<file path="src/rtl/em4100_reader_decoder_if.sv">
// Envelope input and decoded-ID outputs of the EM4100 reader decoder.
// master = decoder side; slave = consumer that owns din and watches the strobes.
interface em4100_reader_decoder_if;
   logic        din;
   logic [39:0] id;
   logic        id_valid;
   logic        parity_err;
   logic        locked;
   logic        bit_valid;
   logic        bit_out;

   modport master (
      input  din,
      output id, id_valid, parity_err, locked, bit_valid, bit_out
   );

   modport slave (
      output din,
      input  id, id_valid, parity_err, locked, bit_valid, bit_out
   );
endinterface

</file>
<file path="src/rtl/em4100_reader_decoder.sv">
// EM4100 reader: Manchester run-length decode of din, 64-bit frame window, header/parity check.
// Latency din edge -> bit_valid 3 clks, last bit -> id_valid +1; no backpressure, all strobes 1 cycle.
module em4100_reader_decoder #(
   parameter int HALF_BIT_CLKS = 32,
   parameter int CNT_W         = $clog2(3*HALF_BIT_CLKS+1)
) (
   input  logic                      clk,
   input  logic                      rst,
   em4100_reader_decoder_if.master   bus
);

   localparam logic [CNT_W-1:0] T_SHORT = CNT_W'(HALF_BIT_CLKS/2);
   localparam logic [CNT_W-1:0] T_LONG  = CNT_W'(3*HALF_BIT_CLKS/2);
   localparam logic [CNT_W-1:0] T_MAX   = CNT_W'(5*HALF_BIT_CLKS/2);
   localparam logic [CNT_W-1:0] T_SAT   = CNT_W'(3*HALF_BIT_CLKS);

   localparam logic [1:0] S_UNLOCKED = 2'd0;
   localparam logic [1:0] S_MID      = 2'd1;
   localparam logic [1:0] S_BOUND    = 2'd2;

   logic             sync1, ds, ds_prev;
   logic             edge_seen;
   logic [CNT_W-1:0] cnt;
   logic             is_short, is_long, is_invalid;
   logic [1:0]       state, state_nxt;
   logic             emit;
   logic [63:0]      sr;
   logic [6:0]       fill;
   logic             bit_valid_q, bit_out_q;
   logic [39:0]      id_q;
   logic             id_valid_q, parity_err_q;
   logic [39:0]      id_cat;
   logic [3:0]       col_x;
   logic             row_ok, header_ok, parity_ok, check;

   always_ff @(posedge clk) begin
      if (rst) begin
         sync1   <= 1'b0;
         ds      <= 1'b0;
         ds_prev <= 1'b0;
      end else begin
         sync1   <= bus.din;
         ds      <= sync1;
         ds_prev <= ds;
      end
   end

   assign edge_seen = ds ^ ds_prev;

   // Cycles since the last edge; the value seen on an edge is the run length.
   always_ff @(posedge clk) begin
      if (rst)
         cnt <= '0;
      else if (edge_seen)
         cnt <= CNT_W'(1);
      else if (cnt < T_SAT)
         cnt <= cnt + CNT_W'(1);
   end

   always_comb begin
      is_short   = edge_seen && (cnt >= T_SHORT) && (cnt < T_LONG);
      is_long    = edge_seen && (cnt >= T_LONG) && (cnt <= T_MAX);
      // A run that already exceeds the long limit is dead without waiting for its edge.
      is_invalid = edge_seen ? !(is_short || is_long) : (cnt > T_MAX);
   end

   always_comb begin
      state_nxt = state;
      emit      = 1'b0;
      case (state)
         S_UNLOCKED: begin
            if (is_long) begin
               state_nxt = S_MID;
               emit      = 1'b1;
            end
         end
         S_MID: begin
            if (is_short)
               state_nxt = S_BOUND;
            else if (is_long)
               emit = 1'b1;
            else if (is_invalid)
               state_nxt = S_UNLOCKED;
         end
         S_BOUND: begin
            if (is_short) begin
               state_nxt = S_MID;
               emit      = 1'b1;
            end else if (is_long || is_invalid) begin
               state_nxt = S_UNLOCKED;
            end
         end
         default: state_nxt = S_UNLOCKED;
      endcase
   end

   always_ff @(posedge clk) begin
      if (rst) begin
         state       <= S_UNLOCKED;
         sr          <= '0;
         fill        <= '0;
         bit_valid_q <= 1'b0;
         bit_out_q   <= 1'b0;
      end else begin
         state       <= state_nxt;
         bit_valid_q <= emit;
         if (emit)
            bit_out_q <= ds;
         if (state_nxt == S_UNLOCKED) begin
            fill <= '0;
         end else if (emit) begin
            sr <= {sr[62:0], ds};
            if (fill != 7'd64)
               fill <= fill + 7'd1;
         end
      end
   end

   // sr[63] is the oldest bit: 9 header ones, 10 rows of nibble+parity, 4 column parities, stop.
   always_comb begin
      id_cat = '0;
      col_x  = '0;
      row_ok = 1'b1;
      for (int r = 0; r < 10; r++) begin
         id_cat[39-4*r -: 4] = sr[54-5*r -: 4];
         col_x              ^= sr[54-5*r -: 4];
         if ((^sr[54-5*r -: 4]) != sr[50-5*r])
            row_ok = 1'b0;
      end
   end

   assign header_ok = (&sr[63:55]) && !sr[0];
   assign parity_ok = row_ok && (col_x == sr[4:1]);
   assign check     = bit_valid_q && (fill == 7'd64);

   always_ff @(posedge clk) begin
      if (rst) begin
         id_q         <= '0;
         id_valid_q   <= 1'b0;
         parity_err_q <= 1'b0;
      end else begin
         id_valid_q   <= check && header_ok && parity_ok;
         parity_err_q <= check && header_ok && !parity_ok;
         if (check && header_ok && parity_ok)
            id_q <= id_cat;
      end
   end

   assign bus.id         = id_q;
   assign bus.id_valid   = id_valid_q;
   assign bus.parity_err = parity_err_q;
   assign bus.locked     = (state != S_UNLOCKED);
   assign bus.bit_valid  = bit_valid_q;
   assign bus.bit_out    = bit_out_q;

endmodule
</file>
<file path="src/flat_wrapper.sv">
// flat-port wrapper written by rule: the top's interface ports become plain ports
module em4100_reader_decoder_flat 
#(
   parameter int HALF_BIT_CLKS = 32,
   parameter int CNT_W         = $clog2(3*HALF_BIT_CLKS+1)
)
  (clk, rst, bus_din, bus_id, bus_id_valid, bus_parity_err, bus_locked, bus_bit_valid, bus_bit_out);
  em4100_reader_decoder_if bus_i ();
  input  logic clk;
  input  logic rst;
  input wire logic [$bits(bus_i.din)-1:0] bus_din;
  output wire logic [$bits(bus_i.id)-1:0] bus_id;
  output wire logic [$bits(bus_i.id_valid)-1:0] bus_id_valid;
  output wire logic [$bits(bus_i.parity_err)-1:0] bus_parity_err;
  output wire logic [$bits(bus_i.locked)-1:0] bus_locked;
  output wire logic [$bits(bus_i.bit_valid)-1:0] bus_bit_valid;
  output wire logic [$bits(bus_i.bit_out)-1:0] bus_bit_out;
  assign bus_i.din = bus_din;
  assign bus_id = bus_i.id;
  assign bus_id_valid = bus_i.id_valid;
  assign bus_parity_err = bus_i.parity_err;
  assign bus_locked = bus_i.locked;
  assign bus_bit_valid = bus_i.bit_valid;
  assign bus_bit_out = bus_i.bit_out;
  em4100_reader_decoder #(.HALF_BIT_CLKS(HALF_BIT_CLKS), .CNT_W(CNT_W)) u_core (.clk(clk), .rst(rst), .bus(bus_i));
endmodule
</file>
<file path="config.mk">
export PLATFORM = sky130hd
export DESIGN_NAME = em4100_reader_decoder_flat
export DESIGN_NICKNAME = d
export VERILOG_FILES = /design/src/rtl/em4100_reader_decoder_if.sv /design/src/rtl/em4100_reader_decoder.sv /design/src/flat_wrapper.sv
export SDC_FILE = /design/constraint.sdc
export NUM_CORES = 1
export LEC_CHECK = 0
export BUFFER_PORTS_ARGS = -buffer_cell sky130_fd_sc_hd__buf_2
export CORE_ASPECT_RATIO = 0.5
export CORE_MARGIN = 2
export CORE_UTILIZATION = 40
export CTS_CLUSTER_SIZE = 25
export DETAILED_ROUTE_END_ITERATION = 10
export GPL_TIMING_DRIVEN = 0
export HOLD_SLACK_MARGIN = 0.03
export PLACE_DENSITY = 0.66
export SLEW_MARGIN = 25
export SYNTH_ARGS = -nofsm -noshare
export SYNTH_HDL_FRONTEND = slang
export SYNTH_SLANG_ARGS = --single-unit
</file>
<file path="constraint.sdc">
create_clock -name clk -period 1.95 [get_ports clk]
set_input_delay 0.0975 -clock clk [delete_from_list [all_inputs] [get_ports clk]]
set_output_delay 0.0975 -clock clk [all_outputs]
set_load 0.01 [all_outputs]
</file>
==> results of run 1 <==
kinds of logic (layout without fill, tap and decap cells):
logic type | after synthesis | after routing | synth area share
compound gates | 158 | 158 | 0.165
fa+ha+maj | 4 | 4 | 0.00842
mux | 2 | 2 | 0.00337
xor+xnor | 80 | 80 | 0.147
buf+inv | 62 | 202 | 0.0636
simple gates | 234 | 234 | 0.185
flops | 127 | 127 | 0.428
flip-flops by register name (all words and copies together), names as in the netlist:
signal,cells
u_core.fill,7
u_core.cnt,7
u_core.ds,1
u_core.bus.bit_out,1
u_core.bus.id,40
u_core.state,2
u_core.bus.id_valid,1
u_core.bus.parity_err,1
u_core.sr,64
u_core.bus.bit_valid,1
u_core.sync1,1
u_core.ds_prev,1
stage by stage:
stage	cell area [sq um]	setup slack [ns]	total power [mW]	hold slack, ns	cells
floorplan	5960	-0.0441	2.72	0.226	667
global placement	6440	-0.845	2.74	0.311	911
detailed placement	6450	-0.534	2.74	0.323	911
CTS	8540	-0.249	5.81	0.298	998
global route	9130	-0.406	5.94	0.344	1005
finish	9130	-0.356	5.83	0.308	1005
critical path, delay by kind of cell, from the launching register on:
family | cells | cell delay (ns)
simple gates | 3 | 0.61
flops | 1 | 0.35
compound gates | 1 | 0.20
buf+inv | 3 | 0.46
xor+xnor | 2 | 0.59
synth_stat cells (all sizes together):
master	instances	area, sq um
a21oi	112	561
nand2b	1	6.26
nor3	2	15.0
nor4	5	43.8
buf	34	272
ha	4	50.1
nand3b	1	7.51
nor2	16	60.1
or4	2	15.0
a31oi	2	12.5
and4	2	17.5
mux2i	2	20.0
nor2b	5	31.3
a21o	1	15.0
nand2	138	518
nand4	47	300
o31ai	41	363
clkbuf	22	83.8
o221ai	1	15.0
and2	3	21.3
xnor2	46	410
and3	4	25.0
xnor3	12	270
or2	1	6.26
nand3	7	35.0
xor2	22	193
dfxtp	127	2540
a211oi	1	12.5
inv	6	22.5
layer usage:
layer / share of wire / up-vias / wire, microns / track usage
met5: 0 / - / 0 / 0
met4: 0.031 / 0 / 597 / 0.0716
met3: 0.056 / 56 / 1090 / 0.0516
met2: 0.49 / 207 / 9480 / 0.388
met1: 0.43 / 2861 / 8260 / 0.299
li1: - / 2589 / - / -
layout make-up:
| class | count | area, sq um |
|---|---|---|
| tap | 198 | 248 |
| clock buffer | 18 | 429 |
| multi-input combinational | 478 | 4000 |
| inverter | 6 | 22.5 |
| timing repair buffer | 110 | 1120 |
| buffer | 54 | 562 |
| sequential | 127 | 2610 |
| fill | 1003 | 5380 |
| clock inverter | 14 | 144 |
how the worst min path moves through the flow:
| stage | to | slack (ns) | depth (start not counted) |
|---|---|---|---|
| floorplan | u_core.sync1 | 0.23 | 1 |
| global placement | u_core.sync1 | 0.31 | 2 |
| detailed placement | u_core.sync1 | 0.32 | 2 |
| CTS | u_core.fill[4] | 0.30 | 4 |
| global route | u_core.fill[5] | 0.34 | 4 |
| finish | u_core.fill[4] | 0.31 | 4 |
cell usage in the layout, fill, tap and decap left out, types with 3 or more instances in the layout:
cell	n
nand4_1	46
o31ai_4	32
buf_2	50
buf_12	12
and3_1	4
xnor2_1	37
xnor3_1	12
xnor2_2	8
clkinvlp_4	5
nand3_1	5
xor2_1	22
clkinv_2	4
nand2_4	9
nand2_2	51
buf_16	10
nor2_1	16
ha_1	4
buf_8	19
dfxtp_2	25
a21oi_1	69
a21oi_2	43
inv_1	6
nand2_1	77
clkbuf_1	14
clkbuf_2	4
o31ai_2	8
dfxtp_4	9
nor4_2	3
buf_4	26
nor2b_1	5
buf_6	25
clkbuf_16	19
dfxtp_1	93
timing repair:
action	in CTS	in global routing
endpoints found under the setup margin	115	115
pin swaps	79	36
buffers inserted	38	8
hold buffers	1	0
resized for setup	226	122
cloned	18	1
hold endpoints to repair	1	0
power by group through the flow:
stage / Combinational [mW] / Clock, mW / Sequential, mW
after global routing: 0.110 / 3.23 / 2.60
final: 0.102 / 3.13 / 2.60
after global placement: 0.0766 / 0 / 2.67
after detailed placement: 0.0768 / 0 / 2.67
after CTS: 0.0865 / 3.11 / 2.61
after floorplan: 0.0528 / 0 / 2.67
==> impl_summary.log, run 1 <==
[metrics] worst setup slack after layout: -0.356 ns
[metrics] die outline height: between 90 and 100 microns
[metrics] terminus of the critical flop-to-flop path: u_core.bus.id[18]
[metrics] synthesis warning total: 0
[metrics] share of power burned in registers: 0.446
[metrics] number of synthesized register bits: approximately 130
[metrics] IO Count: 48
[metrics] sequential fraction of the synthesis area: 0.428
[metrics] delay of the slowest cell on the worst path: between 0.4 and 0.5 ns
[metrics] startpoint of the lowest-slack hold path: rst
[metrics] layout net count: around 800
[metrics] final core occ: 0.629
[metrics] CTS tree: done
[metrics] area delta synth->final: 53.6%
[metrics] DRC viols: 0
[metrics] Skew-Pair Late Insertion Delay: between 0.4 and 0.5 ns
[metrics] count of endpoints failing setup in the final report: ~110
[metrics] number of antenna violations at the first check in global routing: 0
[metrics] net switching component of the power: approximately 1.3 mW
[metrics] number of vias in the routed layout: 5,713
[metrics] wire length of the first global-routing pass: between 20,000 and 30,000 microns
[metrics] Worst setup startpoint: u_core.sr[23]
[metrics] cell with the largest stage delay on the worst path: xnor3_1
[metrics] area of the die: ~0.016 sq mm
[metrics] # H-tree levels: 4
[metrics] mean post-synth cell area: just under 9 sq um
[metrics] pin count of the biggest net entering global routing: 17
[metrics] Worst-path clk slew: around 0.06 ns
[metrics] via/cell ratio: about 5.7
[metrics] Routed Wire Length: 19,400 microns
[metrics] Final HPWL DP: slightly above 10,000 microns
[metrics] WP data required: 2.29 ns
[metrics] cells after synthesis: between 600 and 700
[metrics] maximum vdd ir drop: 0.000634 V
[metrics] clock root buffer: clkbuf_16
[metrics] actual transition at the worst max-transition pin: ~0.87 ns
[metrics] Initial DRT Pass Iterations: 5
[metrics] WL/cell: just under 20 microns
[metrics] combined global-route utilization of all metal layers: 0.232
[metrics] CP Class: register to register
[metrics] violated checks: setup timing
[metrics] proportion of power drawn by combinational gates: 0.018
[metrics] CORE AREA: between 0.01 and 0.015 sq mm
[metrics] Fin Setup TNS: -19.46 ns
[metrics] Syn Std Cell Area: roughly 0.006 sq mm
[metrics] Site Rows: 31
[metrics] Critical path destination: u_core.bus.id[18]
[metrics] Final Max Slew Viols: 0
[metrics] setup repair after global routing missed its margin: true
[metrics] Reg2Reg Launch Point: u_core.sr[23]
[metrics] layout cell share with drive strength beyond 1: 0.480
[metrics] final critical delay including setup and external delays: approximately 2.3 ns
[metrics] endpoints failing hold: 0
[metrics] CP Capture Type: register
[metrics] register-to-register setup slack: -0.36 ns
[metrics] startpoint type of the worst setup path: register
[metrics] Max-slew headroom: 0.421
[metrics] power density normalized to cell area: between 600 and 700 mW/mm^2
[metrics] fraction of power consumed by the clock network: 0.537
[metrics] routability-driven placement congestion ratio: 0.805
[metrics] internal power contribution: about 4.5 mW
[metrics] ordered list of cells on the worst path: xnor3_1 -> xnor2_2 -> nor4_2 -> buf_4 -> and4_4 -> buf_12 -> buf_8 -> nand4_1 -> a21oi_1
[metrics] cells on worst reg2reg path: 9
[metrics] count of input and output buffers: 46
[metrics] max frequency: 0.434 GHz
[metrics] sinks on the clock net: approximately 130
[metrics] count of nets left with antenna violations after detail routing: 0
[metrics] iteration-0 DRC count of the detailed router: 450
[metrics] data arrival time at the worst-slack endpoint: roughly 2.7 ns
[metrics] antenna cells: 0
[metrics] number of buffers on the longest clock path: 2
[metrics] reported leakage power: approximately 3.4 nW
[metrics] count of cell types in the netlist: 39
[metrics] via count of the first global-routing pass: about 5,500
[metrics] effective utilization at floorplan: 0.410
[metrics] overall overflow remaining after global route: 0
[metrics] biggest fanout along the worst timing path: 8
[metrics] run status: complete, but fails checks
[metrics] worst clock skew: 0.0102 ns
[metrics] hold crit path type: primary input to register
[metrics] Sw Ratio: 0.230
[metrics] part of the cycle the worst path needs: 1.18
[metrics] Max-cap violations: 0
[metrics] die outline width: about 180 microns
[metrics] nets in the synthesized netlist: roughly 670
[metrics] number of clock buffers inserted by TritonCTS: 17
Note: power is estimated with default switching activity, not from simulation.
==> run 2: changes to the inputs <==
RECOVER_POWER = 25   (was unset)
==> run 2 against run 1 <==
Effect of this change:
- the flow still finishes with violations (setup timing)
- routed wire length rose by 0.18%
- critical path type unchanged
- worst setup slack improved by 0.00073 ns
- clock power barely moved
- highest routed layer unchanged
- via count barely moved
- final cell count did not move
- fmax barely moved
- flip-flop and latch count did not move
==> impl_summary.log, run 2 (synthesis gave the netlist of run 1 again) <==
[metrics] CP Capture Type: register
[metrics] CORE AREA: 0.0145 sq mm (unchanged)
[metrics] startpoint type of the worst setup path: register
[metrics] final core occ: 0.628 (-0.000949)
[metrics] Initial DRT Pass Iterations: 7 (+2)
[metrics] pin count of the biggest net entering global routing: 17 (unchanged)
[metrics] part of the cycle the worst path needs: 1.18 (about the same)
[metrics] delay of the slowest cell on the worst path: 0.42 ns (about the same)
[metrics] reported leakage power: 3.34 nW (-1.4%)
[metrics] Post-Place Setup Slack: -0.534 ns (unchanged)
[metrics] area of the die: 0.0159 sq mm (unchanged)
[metrics] WL/cell: 19.4 microns (+0.18%)
[metrics] Final Max Slew Viols: 0 (unchanged)
[metrics] area delta synth->final: 53.3%
[metrics] iteration-0 DRC count of the detailed router: 441 (-2.0%)
[metrics] wire length of the first global-routing pass: 29,100 microns (unchanged)
[metrics] routability-driven placement congestion ratio: 0.805 (unchanged)
[metrics] die outline width: 176 microns (unchanged)
[metrics] Final HPWL DP: 10,200 microns (unchanged)
[metrics] cell with the largest stage delay on the worst path: xnor3_1
[metrics] maximum vdd ir drop: 0.000621 V (-2.0%)
[metrics] final critical delay including setup and external delays: 2.30 ns (-0.000735 ns)
[metrics] endpoints failing hold: 0 (unchanged)
[metrics] combined global-route utilization of all metal layers: 0.232 (unchanged)
[metrics] max reg flops: 64 (unchanged)
[metrics] Routed Wire Length: 19,500 microns (+0.18%)
[metrics] number of vias in the routed layout: 5,710 (-0.053%)
[metrics] number of clock buffers inserted by TritonCTS: 17 (unchanged)
[metrics] placed instance count: 911 (unchanged)
[metrics] count of input and output buffers: 46 (unchanged)
[metrics] worst clock skew: 0.0125 ns (+0.00234 ns)
[metrics] layout cell share with drive strength beyond 1: 0.466 (-0.0136)
[metrics] # H-tree levels: 4 (unchanged)
[metrics] run status: complete, but fails checks
[metrics] CTS tree: done
[metrics] power density normalized to cell area: 640 mW/mm^2 (+0.12%)
[metrics] hold_ws: 0.319 ns (+0.0107 ns)
[metrics] non-filler cells in the finished layout: 1,005 (unchanged)
[metrics] setup repair after global routing missed its margin: true
[metrics] sinks on the clock net: 127 (unchanged)
[metrics] clock root buffer: clkbuf_16
[metrics] via count of the first global-routing pass: 5,465 (unchanged)
[metrics] max frequency: 0.434 GHz (about the same)
[metrics] Total Power Consumption: 5.83 mW (about the same)
[metrics] layout net count: 801 (unchanged)
[metrics] largest register by flop count: u_core.sr
[metrics] CP Class: register to register
[metrics] hold crit path type: primary input to register
[metrics] actual transition at the worst max-transition pin: 0.883 ns (+0.0147 ns)
[metrics] die outline height: 90.2 microns (unchanged)
[metrics] biggest fanout along the worst timing path: 8 (unchanged)
[metrics] combined area of the multi-input logic cells: 0.00400 sq mm (unchanged)
[metrics] count of nets left with antenna violations after detail routing: 0 (unchanged)
[metrics] Max-cap violations: 0 (unchanged)
[metrics] IO Count: 48 (unchanged)
[metrics] via/cell ratio: 5.68 (about the same)
[metrics] overall overflow remaining after global route: 0 (unchanged)
[metrics] Fin Setup TNS: -19.26 ns (+0.194 ns)
[metrics] worst setup slack after layout: -0.355 ns (+0.000735 ns)
[metrics] area of all placed cells without fillers: 0.00911 sq mm (-0.15%)
[metrics] count of endpoints failing setup in the final report: 108 (unchanged)
[metrics] fill cell instance count of the final layout: 1,011 (+0.80%)
[metrics] DRC viols: 0 (unchanged)
[metrics] effective utilization at floorplan: 0.410 (unchanged)
[metrics] WP data required: 2.29 ns (about the same)
[metrics] most frequent standard cell in the layout excluding fill and tap cells: dfxtp_1
[metrics] Worst-path clk slew: 0.06 ns (about the same)
[metrics] antenna cells: 0 (unchanged)
[metrics] ordered list of cells on the worst path: xnor3_1 -> xnor2_2 -> nor4_2 -> buf_4 -> and4_4 -> buf_12 -> buf_8 -> nand4_1 -> a21oi_1
[metrics] FF+latch area: 0.00261 sq mm (unchanged)
[metrics] violated checks: setup timing
[metrics] Skew-Pair Late Insertion Delay: 0.42 ns (about the same)
[metrics] Site Rows: 31 (unchanged)
[metrics] most frequent cells in the layout: dfxtp_1, nand2_1, a21oi_1, nand2_2, nand4_1
[metrics] number of antenna violations at the first check in global routing: 0 (unchanged)
[metrics] DP Area: 0.00645 sq mm (unchanged)
[metrics] number of buffers on the longest clock path: 2 (unchanged)
[metrics] data arrival time at the worst-slack endpoint: 2.64 ns (about the same)
[metrics] Max-slew headroom: 0.411 (-0.00980)
-- run 2: path summary, 6_finish.rpt --
check	from	endpoint	slack [ns]	cells after the start
worst max-delay path	u_core.sr[23]	u_core.bus.id[18]	-0.35	9
worst min-delay path	rst	u_core.fill[4]	0.32	4
worst max register to register	u_core.sr[23]	u_core.bus.id[18]	-0.35	9
worst min register to register	u_core.sync1	u_core.ds	0.45	1
-- run 2: layout make-up --
cell class              count  share of cell area
flip-flops and latches    127               0.286
inverters                   6             0.00247
multi-input cells         478               0.439
repair buffers            110               0.121
clock buffers              18              0.0471
plain buffers              54              0.0616
well taps                 198              0.0272
clock inverters            14              0.0158
-- run 2: worst max-delay path, delay by kind of cell (launching register included) --
| family | cells | cell delay, ns |
|---|---|---|
| and+or+nand+nor | 3 | 0.62 |
| xor gates and xnor gates | 2 | 0.59 |
| buffers and inverters | 3 | 0.45 |
| DFF | 1 | 0.35 |
| AOI/OAI and AO/OA | 1 | 0.20 |
-- run 2: power by group --
part	internal [mW]	switching, mW
logic	0.0268	0.0764
clock network	1.88	1.25
registers	2.59	0.00978
-- run 2: metal layers --
metal  GRT usage  vias up  wire (microns)
li1            -     2591               -
met1       0.299     2839            8290
met2       0.388      226            9460
met3      0.0516       54            1150
met4      0.0716        0             571
met5           0        -               0
-- run 2: timing repair --
action	in CTS	in global routing
setup endpoints to repair	115	115
pin swaps	79	36
cloned	18	1
gates resized for setup	226	122
setup buffers	38	8
hold endpoints to repair	1	0
hold buffers	1	0
==> run 3: changes to the inputs <==
MAX_ROUTING_LAYER = met4   (was unset)
==> run 3 against run 2 <==
Effect of this change:
- the run still ends with setup timing left
- fmax rose by 0.16%
- critical endpoint unchanged
- routed wire length increased by 0.36%
- clock-buffer cell count unchanged
- largest cell class unchanged
- final area is the same
- core utilization did not move
- global-route usage increased by 0.73 points
- sequential share of layout area unchanged
==> impl_summary.log, run 3 (synthesis gave the netlist of run 1 again) <==
[metrics] run status: complete, but fails checks
[metrics] violated checks: setup timing
[metrics] DP Area: 0.00645 sq mm (unchanged)
[metrics] worst clock skew: 0.0109 ns (-0.00161 ns)
[metrics] area of all placed cells without fillers: 0.00911 sq mm (unchanged)
[metrics] ordered list of cells on the worst path: xnor3_1 -> xnor2_2 -> nor4_2 -> buf_4 -> and4_4 -> buf_12 -> buf_8 -> nand4_1 -> a21oi_1
[metrics] cell with the largest stage delay on the worst path: xnor3_1
[metrics] number of clock buffers inserted by TritonCTS: 17 (unchanged)
[metrics] number of buffers on the longest clock path: 2 (unchanged)
[metrics] count of nets left with antenna violations after detail routing: 0 (unchanged)
[metrics] register-to-register setup slack: -0.35 ns (about the same)
[metrics] area delta synth->final: 53.3% (unchanged)
[metrics] Max-slew headroom: 0.413 (+0.00163)
[metrics] number of antenna violations at the first check in global routing: 0 (unchanged)
[metrics] hold_ws: 0.312 ns (-0.00684 ns)
[metrics] part of the cycle the worst path needs: 1.18 (-0.00194)
[metrics] FF+latch area: 0.00261 sq mm (unchanged)
[metrics] area of the die: 0.0159 sq mm (unchanged)
[metrics] Worst-path clk slew: 0.06 ns (about the same)
[metrics] combined global-route utilization of all metal layers: 0.239 (+0.00735)
[metrics] Reg2Reg Launch Point: u_core.sr[23]
[metrics] Final HPWL DP: 10,200 microns (unchanged)
[metrics] effective utilization at floorplan: 0.410 (unchanged)
[metrics] IO Count: 48 (unchanged)
[metrics] number of vias in the routed layout: 5,758 (+0.84%)
[metrics] count of endpoints failing setup in the final report: 108 (unchanged)
[metrics] Initial DRT Pass Iterations: 5 (-2)
[metrics] actual transition at the worst max-transition pin: 0.881 ns (-0.00244 ns)
[metrics] startpoint of the lowest-slack hold path: rst
[metrics] number of buffers and inverters on the critical path: 3 (unchanged)
[metrics] # H-tree levels: 4 (unchanged)
[metrics] cells on worst reg2reg path: 9 (unchanged)
[metrics] CP Class: register to register
[metrics] Final Max Slew Viols: 0 (unchanged)
[metrics] layout net count: 801 (unchanged)
[metrics] Skew-Pair Late Insertion Delay: 0.42 ns (about the same)
[metrics] maximum vdd ir drop: 0.000629 V (+1.2%)
[metrics] Site Rows: 31 (unchanged)
[metrics] worst setup slack after layout: -0.351 ns (+0.00377 ns)
[metrics] die outline width: 176 microns (unchanged)
[metrics] count of cell instances traversed by the critical path: 9 (unchanged)
[metrics] most frequent standard cell in the layout excluding fill and tap cells: dfxtp_1
[metrics] startpoint type of the worst setup path: register
[metrics] wire length of the first global-routing pass: 29,100 microns (+0.12%)
[metrics] die outline height: 90.2 microns (unchanged)
[metrics] setup repair after global routing missed its margin: true
[metrics] hold crit path type: primary input to register
[metrics] combined area of the multi-input logic cells: 0.00400 sq mm (unchanged)
[metrics] most frequent cells in the layout: dfxtp_1, nand2_1, a21oi_1, nand2_2, nand4_1
[metrics] biggest fanout along the worst timing path: 8 (unchanged)
[metrics] WP data required: 2.29 ns (about the same)
[metrics] fill cell instance count of the final layout: 1,011 (unchanged)
[metrics] via count of the first global-routing pass: 5,450 (-0.27%)
[metrics] terminus of the critical flop-to-flop path: u_core.bus.id[18]
[metrics] sinks on the clock net: 127 (unchanged)
[metrics] Routed Wire Length: 19,500 microns (+0.36%)
[metrics] count of input and output buffers: 46 (unchanged)
[metrics] DRC viols: 0 (unchanged)
[metrics] non-filler cells in the finished layout: 1,005 (unchanged)
[metrics] Max-cap violations: 0 (unchanged)
[metrics] largest register by flop count: u_core.sr
[metrics] power density normalized to cell area: 641 mW/mm^2 (+0.16%)
[metrics] delay of the slowest cell on the worst path: 0.42 ns (about the same)
[metrics] max reg flops: 64 (unchanged)
[metrics] overall overflow remaining after global route: 0 (unchanged)
[metrics] Crit path max-delay family: simple AND/OR/NAND/NOR gates
[metrics] endpoints failing hold: 0 (unchanged)
[metrics] max frequency: 0.435 GHz (+0.16%)
[metrics] CTS tree: done
[metrics] via/cell ratio: 5.73 (+0.84%)
[metrics] antenna cells: 0 (unchanged)
[metrics] CORE AREA: 0.0145 sq mm (unchanged)
[metrics] placed instance count: 911 (unchanged)
[metrics] hold depth: 4 (unchanged)
[metrics] data arrival time at the worst-slack endpoint: 2.64 ns (about the same)
[metrics] pin count of the biggest net entering global routing: 17 (unchanged)
[metrics] Post-Place Setup Slack: -0.534 ns (unchanged)
[metrics] routability-driven placement congestion ratio: 0.817 (+1.5%)
[metrics] worst hold path endpoint: u_core.fill[4]
[metrics] final critical delay including setup and external delays: 2.30 ns (-0.00378 ns)
[metrics] clock root buffer: clkbuf_16
[metrics] iteration-0 DRC count of the detailed router: 528 (+20%)
[metrics] layout cell share with drive strength beyond 1: 0.466 (unchanged)
[metrics] WL/cell: 19.4 microns (+0.36%)
[metrics] CP Capture Type: register
[metrics] reported leakage power: 3.34 nW (unchanged)
[run 3: cell counts in the layout (fill, tap and decap cells not counted)]
Identical to the previous run, type by type.
[run 3: worst min-delay path, cell delays in order]
cell and delay, ns:
clkbuf_1 0.19, inv_1 0.17, o31ai_4 0.13, nor2_1 0.10
[run 3: cell type report]
| cell class | count | share of cell area |
|---|---|---|
| multi-input cells | 478 | 0.439 |
| flip-flops and latches | 127 | 0.286 |
| repair buffers | 110 | 0.121 |
| plain buffers | 54 | 0.0616 |
| clock buffers | 18 | 0.0471 |
| well taps | 198 | 0.0272 |
| clock inverters | 14 | 0.0158 |
| inverters | 6 | 0.00247 |
[run 3: per-layer routing]
metal,vias up,track usage,share of wire
met5,-,-,0
met4,0,0.0702,0.032
met3,66,0.0503,0.061
met2,258,0.388,0.48
met1,2844,0.302,0.43
li1,2590,-,-
[run 3: power breakdown]
group	switching [mW]	total, mW	internal, mW
combinational	0.0763	0.103	0.0268
sequential	0.00978	2.60	2.59
clock	1.26	3.14	1.88
[run 3: timing repair]
item                                   4_1_cts  5_1_grt
buffers inserted                            38        8
hold buffers                                 1        0
endpoints found under the hold margin        1        0
setup endpoints to repair                  115      115
resized for setup                          226      122
cloned                                      18        1
pin swaps                                   79       36
[run 3: per-stage QoR]
stage / setup TNS (ns) / total power, mW / utilization
5_1_grt: -26.41 / 5.94 / 0.628
3_3_place_gp: -48.88 / 2.74 / 0.444
4_1_cts: -18.17 / 5.81 / 0.589
6_report: -19.19 / 5.84 / 0.628
3_5_place_dp: -39.37 / 2.74 / 0.444
2_1_floorplan: -1.49 / 2.72 / -
[run 3: worst max-delay path by stage]
stage                         startpoint                 to
after floorplan            u_core.sr[18]   u_core.bus.id[1]
after global placement    u_core.fill[5]  u_core.bus.id[14]
after detailed placement  u_core.fill[5]  u_core.bus.id[13]
after CTS                  u_core.sr[23]  u_core.bus.id[23]
after global routing       u_core.sr[50]  u_core.bus.id[36]
final                      u_core.sr[23]  u_core.bus.id[18]
